$ cat config.mk
export PLATFORM = sky130hd
export DESIGN_NAME = fetch_unit_flat
export DESIGN_NICKNAME = d
export VERILOG_FILES = /design/src/rtl/fetch_unit_if.sv /design/src/rtl/fetch_unit.sv /design/src/flat_wrapper.sv
export SDC_FILE = /design/constraint.sdc
export NUM_CORES = 1
export LEC_CHECK = 0
export BUFFER_PORTS_ARGS = -buffer_cell sky130_fd_sc_hd__buf_4
export CAP_MARGIN = 20
export CELL_PAD_IN_SITES_DETAIL_PLACEMENT = 1
export CELL_PAD_IN_SITES_GLOBAL_PLACEMENT = 2
export CORE_AREA = 3 3 144 111
export CTS_BUF_LIST = sky130_fd_sc_hd__clkbuf_8
export CTS_CLUSTER_SIZE = 25
export DETAILED_ROUTE_END_ITERATION = 16
export DIE_AREA = 0 0 147 114
export PLACE_DENSITY = 0.82
export SETUP_SLACK_MARGIN = 0.4
export SLEW_MARGIN = 10
export SYNTH_ARGS = -nofsm -noshare
export SYNTH_HDL_FRONTEND = slang
export SYNTH_SLANG_ARGS = --single-unit
$ cat constraint.sdc
create_clock -name clk -period 2.4 [get_ports clk]
set_input_delay 0.12 -clock clk [delete_from_list [all_inputs] [get_ports clk]]
set_output_delay 0.12 -clock clk [all_outputs]
set_load 0.02 [all_outputs]
$ cat src/rtl/fetch_unit_if.sv
// Instruction-memory read channel between the fetch stage (master) and imem (slave).
// One request at a time: req/ready handshake for the address, data_valid for the return.
interface fetch_unit_if;
  logic        read_req;
  logic [31:0] addr;
  logic        read_ready;
  logic [31:0] read_data;
  logic        read_data_valid;

  modport master (
    output read_req,
    output addr,
    input  read_ready,
    input  read_data,
    input  read_data_valid
  );

  modport slave (
    input  read_req,
    input  addr,
    output read_ready,
    output read_data,
    output read_data_valid
  );
endinterface

$ cat src/rtl/fetch_unit.sv
// Instruction fetch stage: holds the PC, issues one imem read at a time and presents
// the fetched word to decode; redirects restart fetch and drop any stale in-flight read.
module fetch_unit #(
  parameter logic [31:0] RESET_PC  = 32'h0000_0000,
  parameter logic [31:0] NOP_INSTR = 32'h0000_0013
) (
  input  logic                clk,
  input  logic                reset,
  input  logic                stall,
  input  logic                redirect,
  input  logic [31:0]         redirect_pc,
  fetch_unit_if.master        imem,
  output logic [31:0]         instr,
  output logic [31:0]         pc,
  output logic                instr_valid
);

  localparam logic [1:0] ST_REQ  = 2'd0;
  localparam logic [1:0] ST_WAIT = 2'd1;
  localparam logic [1:0] ST_HOLD = 2'd2;

  localparam logic [31:0] RESET_PC_ALIGNED = RESET_PC & 32'hFFFF_FFFC;

  logic [1:0]  state_q, state_d;
  logic [31:0] pc_q, pc_d;
  logic [31:0] instr_q, instr_d;
  logic        instr_valid_q, instr_valid_d;
  logic        kill_q, kill_d;
  logic [31:0] target_pc;

  assign target_pc = redirect_pc & 32'hFFFF_FFFC;

  always_comb begin
    state_d       = state_q;
    pc_d          = pc_q;
    instr_d       = instr_q;
    instr_valid_d = instr_valid_q;
    kill_d        = kill_q;
    case (state_q)
      ST_REQ: begin
        // Changing the address here is safe: an unaccepted request has no memory side effect.
        if (redirect) pc_d = target_pc;
        if (imem.read_ready) begin
          state_d = ST_WAIT;
          kill_d  = redirect;
        end
      end
      ST_WAIT: begin
        if (imem.read_data_valid) begin
          if (kill_q || redirect) begin
            kill_d  = 1'b0;
            state_d = ST_REQ;
            if (redirect) pc_d = target_pc;
          end else begin
            instr_d       = imem.read_data;
            instr_valid_d = 1'b1;
            state_d       = ST_HOLD;
          end
        end else if (redirect) begin
          pc_d   = target_pc;
          kill_d = 1'b1;
        end
      end
      ST_HOLD: begin
        if (redirect) begin
          pc_d          = target_pc;
          instr_valid_d = 1'b0;
          state_d       = ST_REQ;
        end else if (!stall) begin
          pc_d          = pc_q + 32'd4;
          instr_valid_d = 1'b0;
          state_d       = ST_REQ;
        end
      end
      default: state_d = ST_REQ;
    endcase
  end

  always_ff @(posedge clk) begin
    if (reset) begin
      state_q       <= ST_REQ;
      pc_q          <= RESET_PC_ALIGNED;
      instr_q       <= NOP_INSTR;
      instr_valid_q <= 1'b0;
      kill_q        <= 1'b0;
    end else begin
      state_q       <= state_d;
      pc_q          <= pc_d;
      instr_q       <= instr_d;
      instr_valid_q <= instr_valid_d;
      kill_q        <= kill_d;
    end
  end

  assign imem.read_req = (state_q == ST_REQ);
  assign imem.addr     = pc_q;
  assign pc            = pc_q;
  assign instr_valid   = instr_valid_q;
  assign instr         = instr_valid_q ? instr_q : NOP_INSTR;

endmodule

$ cat src/flat_wrapper.sv
// flat-port wrapper written by rule: the top's interface ports become plain ports
module fetch_unit_flat 
#(
  parameter logic [31:0] RESET_PC  = 32'h0000_0000,
  parameter logic [31:0] NOP_INSTR = 32'h0000_0013
)
  (clk, reset, stall, redirect, redirect_pc, instr, pc, instr_valid, imem_read_req, imem_addr, imem_read_ready, imem_read_data, imem_read_data_valid);
  fetch_unit_if imem_i ();
  input  logic clk;
  input  logic reset;
  input  logic stall;
  input  logic redirect;
  input  logic [31:0] redirect_pc;
  output logic [31:0] instr;
  output logic [31:0] pc;
  output logic instr_valid;
  output wire logic [$bits(imem_i.read_req)-1:0] imem_read_req;
  output wire logic [$bits(imem_i.addr)-1:0] imem_addr;
  input wire logic [$bits(imem_i.read_ready)-1:0] imem_read_ready;
  input wire logic [$bits(imem_i.read_data)-1:0] imem_read_data;
  input wire logic [$bits(imem_i.read_data_valid)-1:0] imem_read_data_valid;
  assign imem_read_req = imem_i.read_req;
  assign imem_addr = imem_i.addr;
  assign imem_i.read_ready = imem_read_ready;
  assign imem_i.read_data = imem_read_data;
  assign imem_i.read_data_valid = imem_read_data_valid;
  fetch_unit #(.RESET_PC(RESET_PC), .NOP_INSTR(NOP_INSTR)) u_core (.clk(clk), .reset(reset), .stall(stall), .redirect(redirect), .redirect_pc(redirect_pc), .imem(imem_i), .instr(instr), .pc(pc), .instr_valid(instr_valid));
endmodule
**Yosys cells after proc, flatten, opt, wreduce, memory -nomap -nowiden**

Index checks and enable logic that the tools add are counted.

- Register bits after elaboration: 68
- Input port bits: 70
- Output and inout port bits: 98

- Add/subtract/negate cells: 1
- Equal/unequal tests: 8
- Muxes and demuxes: 23
- Bitwise operators: 1
- Reduce and logical (&&, ||, !) cells: 10

Operator list:

| operator | number |
|---|---|
| 32-bit 2-to-1 mux | 6 |
| 32-bit one-hot mux with 3 select lines | 1 |
| 32-bit by 3-bit adder with 32-bit output, second input constant | 1 |
| 2-bit 2-to-1 mux | 5 |
| 3-bit AND reduction | 3 |
| 1-bit 2-to-1 mux | 8 |
| 4-bit AND reduction | 2 |
| 3-bit != test, second input constant | 2 |
| 2-bit one-hot mux with 3 select lines | 1 |
| 2-bit != test, second input constant | 2 |
| 1-bit one-hot mux with 2 select lines | 2 |
| 2-bit nonzero test | 2 |
| 3-bit by 2-bit != test with 1-bit output, second input constant | 1 |
| 3-bit nonzero test | 1 |
| 2-bit by 1-bit equality test with 1-bit output, second input constant | 1 |
| 2-bit equality test, second input constant | 1 |
| 2-bit logical NOT | 1 |
| 2-bit by 1-bit != test with 1-bit output, second input constant | 1 |
| 1-bit logical OR | 1 |
| 1-bit NOT | 1 |

**Logic depth before layout (Yosys ltp)**

Gate-level depths: netlist (run 1).

- Word-level depth: 4
- Mapped depth: 7
- Depth with buffers taken out: 6

**Worst setup path after synthesis (run 1)**

OpenSTA, ideal clock, no wires.

- Path kind: register to register
- Start: register u_core.pc_q[7] (netlist: u_core.imem.addr[7])
- End: register u_core.pc_q[31] (netlist: u_core.imem.addr[31])
- Data arrival time: 1.964 ns
- Data required time: 2.307 ns
- Path slack: 0.342 ns
- Cell stages (with the launch flop): 7
- Path buffers: 1
- Clock period less this slack: 2.058 ns
- Path through: dfxtp_1 > and4_1 > buf_4 > nand4_1 > or4_4 > or2_4 > o311ai_2

- Longest elaborated chain between the ends: 4

RTL lines:

| what | line | RTL |
|---|---|---|
| from (decl) | fetch_unit.sv:25 | `logic [31:0] pc_q, pc_d;` |
| from (signal assigned) | fetch_unit.sv:88 | `pc_q <= pc_d;` |
| 32-bit by 3-bit adder with 32-bit output | fetch_unit.sv:70 | `pc_d = pc_q + 32'd4;` |
| 32-bit 2-to-1 mux | fetch_unit.sv:69 | `end else if (!stall) begin` |
| 32-bit 2-to-1 mux | fetch_unit.sv:65 | `if (redirect) begin` |
| 32-bit one-hot mux with 3 select lines | fetch_unit.sv:39 | `case (state_q)` |

No other way between the ends. The select of a mux whose other input is x is not followed.
A chain may end at the register's enable or synchronous reset.

**Worst setup path after layout (run 1)**

- Start: register u_core.pc_q[21] (netlist: u_core.imem.addr[21])
- End: register u_core.pc_q[31] (netlist: u_core.imem.addr[31])

The elaborated chain is that of the path after synthesis.

==> results.py, run 1 <==
metrics = {
    "outcome": {
        "status": "finished clean",
    },
    "global_routing": {
        "grt_pass1_wl_mm": 23.7,
        "grt_pass1_vias": 4398,
        "track_usage_pct": 17.6,
        "antenna_found_initial": 0,
        "grt_max_degree": 63,
        "grt_overflow": 0,
    },
    "synthesis": {
        "netlist.area_leader.share_pct": 34.6,
        "synth_top_area_cell": "dfxtp_1",
        "netlist_instances": 525,
        "ys_ff_latch": 66,
        "syn_area_sq_mm": 0.00382,
        "synth-edff-count": 0,
        "syn_avg_cell_area_sq_um": 7.27,
        "ys_seq_area_share_pct": 34.6,
        "synth_area_leaders": "dfxtp_1, nand2_1, a21oi_1",
        "ys_types": 51,
        "synthFlopType": "dfxtp_1",
        "yosysWarnings": 0,
        "async_flop_share_pct": 0,
    },
    "routing": {
        "viasPerCell": 4.90,
        "vias": 4331,
        "routed_wl_mm": 15.1,
        "postRouteAntennaNets": 0,
        "drt_iter0_markers": 225,
        "drc": 0,
        "drt-wirelength-per-cell_microns": 17.1,
        "firstDrtPassIters": 4,
    },
    "min_path": {
        "min_path_cells": 3,
        "min_path_type": "primary input to flip-flop",
    },
    "placement": {
        "placed_cells": 839,
        "place_hpwl_mm": 10.8,
        "port_buffers": 161,
        "place_congestion": 0.805,
    },
    "clock_network": {
        "cts_buffers": 9,
        "clock-root-buffer": "clkbuf_8",
        "cts_max_level": 3,
        "clock-sinks": 66,
        "cts.path.max_buffers": 2,
        "insertion_delay_ns": 0.36,
        "clk_pin_slew_ns": 0.08,
        "cts_tree": "built",
    },
    "timing": {
        "fin_crit_ns": 1.96,
        "slew_violations": 0,
        "setup_viol": 0,
        "rsz0062_at_grt": "true",
        "finalHoldViolCount": 0,
        "finalClockSkew_ns": 0.0106,
        "relSlewSlack_pct": 50.6,
        "final.setup.tns_ns": 0,
        "fin_crit_sh_pct": 81.8,
        "fmax_mhz": 509,
        "whs_ns": 0.0162,
        "tightest_slew_ns": 0.741,
    },
    "power": {
        "p_switching_uw": 792,
        "internal_power_uw": 1880,
        "power_frac_seq_pct": 45.6,
        "power_density_mw_per_mm2": 476,
        "ir_worst_vdd_mv": 0.270,
        "cellLeakagePower_uw": 0.00229,
        "p_clk_share_pct": 34.4,
        "combPwrFrac_pct": 20.0,
        "finalPower_uw": 2670,
        "switching_share_pct": 29.7,
    },
    "layout": {
        "drive_gt1_share_pct": 34.6,
        "layoutNonFillerInstCount": 884,
        "diodes": 0,
        "nets": 751,
        "areaGrowthSynthToFinish_pct": 46.8,
        "utilization_pct": 38.5,
    },
    "critical_path": {
        "r2r_cells": 5,
        "worstPathArrival_ns": 2.23,
        "critPathLaunchType": "flip-flop",
        "cp.required_ns": 2.67,
        "endpoint_kind": "flip-flop",
        "worstPathMaxFanout": 7,
        "worstSetupPathType": "flip-flop to flip-flop",
    },
    "floorplan": {
        "num_rows": 38,
        "initial_core_util_pct": 26.2,
        "die_w_microns": 147,
        "die_area_sq_mm": 0.0168,
        "core_area_sq_mm": 0.0145,
        "die_h_microns": 114,
        "pin_count": 168,
    },
    "flow_run": {
        "drv_cap": 0,
    },
}
-- worst paths after layout --
kind                                      startpoint                    to  slack [ns]
worst max-delay path            u_core.imem.addr[21]  u_core.imem.addr[31]        0.44
worst min-delay path                  redirect_pc[3]   u_core.imem.addr[3]        0.02
worst max register to register  u_core.imem.addr[21]  u_core.imem.addr[31]        0.44
worst min register to register    u_core.instr_q[19]    u_core.instr_q[19]        0.45
-- state kept, by name, indices dropped and copies added (netlist names) --
name and flops:
u_core.instr_valid 1, u_core.kill_q 1, u_core.instr_q 32, u_core.state_q 2, u_core.imem.addr 30
-- cells in the final DEF (no fill, tap or decap), types with 3 or more instances in the layout --
cell type and count:
dfxtp_2 8, nor3_1 13, clkbuf_8 13, buf_4 189, nand4_1 12, nand2_1 108
a31oi_1 9, a21oi_1 59, or4_1 3, nor2_1 23, dfxtp_4 7, dfxtp_1 51
and2_1 33, o21a_1 3, o21ai_0 12, a21o_1 3, or3_1 4, a211oi_1 7
and4_1 3, and3_1 5, nor2b_1 3, nand3_1 23, o22ai_1 8, dlygate4sd3_1 22
o41ai_1 4, nand2b_1 9, nor4_1 5, conb_1 4
-- layout make-up --
| type | instances | area (sq um) |
|---|---|---|
| clock buffer | 13 | 179 |
| clock inverter | 2 | 10.0 |
| fill | 1821 | 8940 |
| inverter | 2 | 7.51 |
| multi-input combinational | 390 | 2160 |
| sequential | 66 | 1360 |
| tap | 200 | 250 |
| timing repair buffer | 211 | 1640 |
-- power by group through the flow --
stage               sequential [uW]  combinational, uW  clock [uW]
floorplan                      1260                253           0
global placement               1240                489           0
detailed placement             1240                498           0
CTS                            1220                530         954
global route                   1230                582        1010
finish                         1220                534         920
-- per-stage QoR --
stage / instance area [sq um] / setup WS, ns
floorplan: 3830 / 0.412
global placement: 5060 / 0.284
detailed placement: 5060 / 0.267
CTS: 5490 / 0.400
global route: 5610 / 0.366
finish: 5610 / 0.436
-- critical path: stages, from the launching register on --
cell	delay (ns)
dfxtp_1	0.47
and4_1	0.28
nand3_1	0.14
or4_4	0.48
or2_4	0.28
o311ai_2	0.21
-- routing by layer --
layer,up-vias,share of wire [%],global-route usage (%)
li1,2121,-,-
met1,2108,47,24.2
met2,93,47,27.6
met3,9,4.9,4.57
met4,0,0.91,4.28
met5,-,0,0
-- repair_timing --
action | CTS | global route
hold buffers | 22 | 0
setup endpoints to repair | 6 | 39
resized for setup | 13 | 16
pin swaps | 1 | 5
hold endpoints to repair | 22 | 0
setup buffers | 0 | 8
-- cells by family (layout without fill, tap and decap cells) --
kind of cell,Yosys count,count (layout),share of synthesized area [%]
AOI/OAI and AO/OA,122,122,19.6
buffers and inverters,72,228,10.6
adders and majority gates,1,1,0.328
DFF,66,66,34.6
other,1,4,0.0982
muxes,2,2,0.557
and+or+nand+nor,261,261,34.2
-- synthesized netlist by cell type, types with 3 or more instances --
library cell	instances
a211oi_1	7
a21o_1	3
a21oi_1	59
a31oi_1	9
and2_1	33
and3_1	5
and4_1	5
buf_4	35
clkbuf_1	31
dfxtp_1	66
nand2_1	108
nand2b_1	9
nand3_1	25
nand4_1	12
nor2_1	23
nor2b_1	3
nor3_1	15
nor4_1	6
o21a_1	3
o21ai_0	13
o22ai_1	8
o41ai_1	4
or3_1	4
or4_1	3
Power figures use the tool's default switching activity.
==> run 2, diff against run 1 <==
--- a/config.mk
+++ b/config.mk
@@ -9,12 +9,12 @@
 export CAP_MARGIN = 20
 export CELL_PAD_IN_SITES_DETAIL_PLACEMENT = 1
 export CELL_PAD_IN_SITES_GLOBAL_PLACEMENT = 2
-export CORE_AREA = 3 3 144 111
+export CORE_AREA = 3 3 153 118
 export CTS_BUF_LIST = sky130_fd_sc_hd__clkbuf_8
 export CTS_CLUSTER_SIZE = 25
 export DETAILED_ROUTE_END_ITERATION = 16
-export DIE_AREA = 0 0 147 114
-export PLACE_DENSITY = 0.82
+export DIE_AREA = 0 0 156 121
+export PLACE_DENSITY = 0.76
 export SETUP_SLACK_MARGIN = 0.4
 export SLEW_MARGIN = 10
 export SYNTH_ARGS = -nofsm -noshare
==> constraint.sdc (replaced) <==
create_clock -name clk -period 1.7 [get_ports clk]
set_input_delay 0.085 -clock clk [delete_from_list [all_inputs] [get_ports clk]]
set_output_delay 0.085 -clock clk [all_outputs]
set_load 0.02 [all_outputs]
==> run 2 against run 1 <==
Against the previous run: the flow now finishes with violations (setup timing); flip-flop and latch count unchanged; routed wire length up 61%; total power grew 68%; critical path depth rose by 3; die area rose by 13%; fmax up 2.3%; critical path type unchanged; critical endpoint is now u_core.imem.addr[28].
==> results.py, run 2 (synthesis results as in run 1) <==
metrics = {
    "clock_network": {
        "cts_tree": "built",
        "insertion_delay_ns": 0.37,
        "clock-sinks": 66,
        "clk_pin_slew_ns": 0.08,
        "clock-root-buffer": "clkbuf_8",
        "cts_buffers": 9,
        "cts.path.max_buffers": 2,
        "cts_max_level": 3,
    },
    "placement": {
        "port_buffers": 161,
        "place_hpwl_mm": 12.0,
        "placed_cells": 912,
        "place_congestion": 0.837,
        "post-place-ws_ns": -0.205,
        "place_area_sq_mm": 0.00575,
    },
    "layout": {
        "areaGrowthSynthToFinish_pct": 120,
        "regMostFlops": "u_core.instr_q",
        "drive_gt1_share_pct": 65.0,
        "largest_reg_flops": 32,
        "final_cell_mix": "buf_4, nand2_1, buf_6",
        "diodes": 0,
        "final_common_cell": "buf_4",
        "fillers": 1850,
        "stdcell_area_sq_mm": 0.00839,
        "nets": 882,
        "utilization_pct": 50.3,
        "layoutNonFillerInstCount": 1030,
    },
    "global_routing": {
        "grt_overflow": 0,
        "grt_pass1_vias": 5282,
        "grt_pass1_wl_mm": 29.3,
        "track_usage_pct": 19.8,
        "antenna_found_initial": 0,
        "grt_max_degree": 39,
    },
    "outcome": {
        "status": "finished, violations left",
        "violations": "setup timing",
    },
    "routing": {
        "drc": 0,
        "vias": 5378,
        "drt_iter0_markers": 337,
        "drt-wirelength-per-cell_microns": 23.6,
        "postRouteAntennaNets": 0,
        "viasPerCell": 5.22,
        "routed_wl_mm": 24.3,
        "firstDrtPassIters": 4,
    },
    "floorplan": {
        "num_rows": 41,
        "pin_count": 168,
        "initial_core_util_pct": 22.9,
        "core_area_sq_mm": 0.0167,
        "die_h_microns": 121,
        "die_w_microns": 156,
        "die_area_sq_mm": 0.0189,
    },
    "flow_run": {
        "drv_cap": 0,
    },
    "critical_path": {
        "worstSetupPathType": "flip-flop to flip-flop",
        "worstPathMaxFanout": 4,
        "cp.required_ns": 1.94,
        "critPathLaunchType": "flip-flop",
        "endpoint_kind": "flip-flop",
        "worstPathArrival_ns": 2.16,
    },
    "timing": {
        "fin_crit_ns": 1.92,
        "setup_ws_ns": -0.220,
        "rsz0062_at_grt": "true",
        "slew_violations": 0,
        "fmax_mhz": 521,
        "relSlewSlack_pct": 57.7,
        "fin_crit_sh_pct": 113,
        "tightest_slew_ns": 0.635,
        "finalHoldViolCount": 0,
        "finalClockSkew_ns": 0.00967,
        "setup_viol": 25,
    },
    "power": {
        "cellLeakagePower_uw": 0.00369,
        "finalPower_uw": 4480,
        "power_density_mw_per_mm2": 533,
        "ir_worst_vdd_mv": 0.304,
    },
    "min_path": {
        "min_path_type": "primary input to flip-flop",
    },
}
run 2: changes by cell type in the layout (fill, tap and decap cells not counted), sizes merged:
cell,delta
buf,+109
inv,+2
bufinv,+2
dlygate4sd3,+14
clkinv,-2
clkbuf,+6
run 2: layout make-up:
type	count	area, sq um	area share, %
multi-input cells	390	3110	37.1
flip-flops and latches	66	1410	16.8
repair buffers	342	3380	40.3
well taps	215	269	3.20
clock inverters	4	67.6	0.805
inverters	2	7.51	0.0894
clock buffers	11	151	1.80
run 2: worst max-delay path, cell delays in order (launching register included):
cell and delay, ns:
dfxtp_4 0.38, ha_4 0.14, nand4_1 0.17, nor3_2 0.27
nand4_1 0.21, buf_4 0.20, buf_6 0.10, o211ai_1 0.19
nand3_1 0.13
run 2: routing by layer:
layer,vias up,global-route usage [%],routed length [microns]
li1,2394,-,-
met1,2703,25.7,10100
met2,218,33.1,12200
met3,63,4.31,1110
met4,0,5.79,821
met5,-,0,0
run 2: path summary, 6_finish.rpt:
check / startpoint / to / slack [ns] / cells after the start
worst max-delay path: u_core.imem.addr[3] / u_core.imem.addr[28] / -0.22 / 8
worst min-delay path: redirect_pc[25] / u_core.imem.addr[25] / 0.03 / 3
worst max register to register: u_core.imem.addr[3] / u_core.imem.addr[28] / -0.22 / 8
worst min register to register: u_core.instr_q[22] / u_core.instr_q[22] / 0.46 / 2
run 2: power breakdown:
group	internal [uW]	switching, uW
clock network	889	659
logic	599	648
registers	1600	76.5
run 2: what timing repair did:
action | 4_1_cts | 5_1_grt
buffers inserted | 22 | 29
hold buffers | 36 | 0
gates resized for setup | 124 | 204
pin swaps | 31 | 74
endpoints found under the hold margin | 36 | 0
setup endpoints to repair | 96 | 96
cloned | 8 | 8
run 2: through the flow:
stage                     hold WS [ns]  setup TNS, ns
final                           0.0270          -1.72
after global routing            0.0322          -3.29
after CTS                      0.00638         -0.463
after detailed placement         0.309         -0.951
after global placement           0.294         -0.356
after floorplan                  0.209         -0.193
==> run 3, diff against run 2 <==
==> constraint.sdc (replaced) <==
create_clock -name clk -period 1.6 [get_ports clk]
set_input_delay 0.08 -clock clk [delete_from_list [all_inputs] [get_ports clk]]
set_output_delay 0.08 -clock clk [all_outputs]
set_load 0.02 [all_outputs]
==> run 3 against run 2 <==
Against the previous run: the run still ends with setup timing left; first-iteration DRC count fell by 0.30%; utilization rose by 1.7 points; clock power rose by 21%.
==> results.py, run 3 (synthesis results as in run 1) <==
metrics = {
    "critical_path": {
        "slowest_delay_ns": 0.42,
        "worstSetupPathType": "flip-flop to flip-flop",
        "endpoint_kind": "flip-flop",
        "r2r_cells": 6,
        "reg2reg_to": "u_core.imem.addr[20]",
        "critPathLaunchType": "flip-flop",
        "reg2reg_from": "u_core.state_q[1]",
        "crit_path_top_delay_cell": "or3b_4",
        "crit_chain": "or3b_4 -> buf_12 -> buf_16 -> o41ai_4 -> nand2_1 -> a21oi_2",
        "worstPathMaxFanout": 8,
        "r2r_slack_ns": -0.26,
        "worstPathArrival_ns": 2.17,
        "cp.required_ns": 1.90,
    },
    "timing": {
        "setup_ws_ns": -0.265,
        "finalHoldViolCount": 0,
        "setup_viol": 60,
        "tightest_slew_ns": 0.860,
        "fin_crit_ns": 1.86,
        "relSlewSlack_pct": 42.7,
        "rsz0062_at_grt": "true",
        "whs_ns": 0.0161,
        "fin_crit_sh_pct": 117,
        "fmax_mhz": 536,
        "slew_violations": 0,
        "finalClockSkew_ns": 0.0152,
    },
    "global_routing": {
        "grtUsageMet1_pct": 29.3,
        "grt_util_met3_pct": 4.56,
        "grt_pass1_wl_mm": 32.7,
        "grt_use_met2_pct": 37.9,
        "grt_max_degree": 50,
        "gr-max-usage-layer": "met2",
        "track_usage_pct": 22.9,
        "grt_pass1_vias": 5406,
        "grt_overflow": 0,
        "antenna_found_initial": 1,
    },
    "placement": {
        "port_buffers": 161,
        "placed_cells": 917,
        "place_congestion": 0.862,
        "post-place-ws_ns": -0.237,
        "place_hpwl_mm": 12.3,
    },
    "outcome": {
        "violations": "setup timing",
        "status": "finished, violations left",
    },
    "layout": {
        "nets": 879,
        "regMostFlops": "u_core.instr_q",
        "layoutNonFillerInstCount": 1029,
        "final_cell_mix": "buf_4, buf_6, nand2_1",
        "final_common_cell": "buf_4",
        "multi_input_area_sq_mm": 0.00332,
        "areaGrowthSynthToFinish_pct": 127,
        "fillers": 1805,
        "drive_gt1_share_pct": 68.5,
        "largest_reg_flops": 32,
        "regArea_sq_mm": 0.00141,
    },
    "floorplan": {
        "die_h_microns": 121,
        "die_area_sq_mm": 0.0189,
        "initial_core_util_pct": 22.9,
        "core_area_sq_mm": 0.0167,
        "num_rows": 41,
        "die_w_microns": 156,
        "pin_count": 168,
    },
    "power": {
        "ir_worst_vdd_mv": 0.370,
        "cellLeakagePower_uw": 0.00367,
        "finalPower_uw": 5070,
        "power_density_mw_per_mm2": 584,
    },
    "clock_network": {
        "cts_max_level": 3,
        "cts_buffers": 9,
        "cts.path.max_buffers": 2,
        "insertion_delay_ns": 0.38,
        "cts_tree": "built",
        "clk_pin_slew_ns": 0.09,
        "clock-root-buffer": "clkbuf_8",
        "clock-sinks": 66,
    },
    "routing": {
        "drc": 0,
        "vias": 5401,
        "viasPerCell": 5.25,
        "drt_iter0_markers": 336,
        "postRouteAntennaNets": 0,
        "firstDrtPassIters": 4,
        "drt-wirelength-per-cell_microns": 24.7,
        "routed_wl_mm": 25.4,
    },
    "min_path": {
        "min_path_cells": 3,
        "min_path_type": "primary input to flip-flop",
        "hold_path_end": "u_core.state_q[0]",
        "hold_start": "imem_read_ready",
    },
    "flow_run": {
        "drv_cap": 0,
    },
}
run 3: power breakdown:
group | total, uW | internal [uW] | switching [uW]
clock network | 1870 | 1120 | 753
logic | 1410 | 686 | 724
registers | 1790 | 1700 | 86.4
total | 5070 | 3510 | 1560
run 3: layout make-up:
type | count | area share [%]
antenna | 1 | 0.0289
clock inverter | 5 | 1.15
timing repair buffer | 339 | 39.3
multi-input combinational | 390 | 38.3
clock buffer | 11 | 1.75
inverter | 2 | 0.0866
sequential | 66 | 16.3
tap | 215 | 3.10
run 3: how the worst max path moves through the flow:
stage                                       to  slack, ns                 start  cells after the start
after floorplan           u_core.imem.addr[28]      -0.15   u_core.imem.addr[7]                      5
after global placement    u_core.imem.addr[28]      -0.21   u_core.imem.addr[2]                      6
after detailed placement  u_core.imem.addr[26]      -0.24   u_core.imem.addr[2]                      6
after CTS                 u_core.imem.addr[29]      -0.18   u_core.imem.addr[5]                      5
after global routing      u_core.imem.addr[26]      -0.34  u_core.imem.addr[10]                      5
final                     u_core.imem.addr[20]      -0.26     u_core.state_q[1]                      6
run 3: per-layer routing:
metal,wire length (microns),vias to the layer above,part of all wire [%]
met4,1200,0,4.7
li1,-,2391,-
met5,0,-,0
met1,10400,2705,41
met3,1350,84,5.3
met2,12400,221,49
run 3: critical path, delay by kind of cell, from the launching register on:
kind,cells,cell delay (ns)
AO/OA/AOI/OAI,2,0.56
AND/OR/NAND/NOR,2,0.57
flip-flops,1,0.35
buffers and inverters,2,0.30
run 3: through the flow:
stage | util, % | cell area, sq um | TNS [ns]
3_3_place_gp | 34.8 | 5800 | -1.64
5_1_grt | 52.0 | 8670 | -8.75
6_report | 52.0 | 8670 | -6.22
4_1_cts | 46.5 | 7750 | -2.28
2_1_floorplan | - | 4140 | -0.785
3_5_place_dp | 34.8 | 5800 | -2.27
run 3: repair_timing:
action                                  CTS  global route
endpoints found under the hold margin    37             0
hold buffers                             37             0
pin swaps                                64            83
cloned                                   15             1
endpoints found under the setup margin   99           100
buffers inserted                         23            19
resized for setup                       217           155
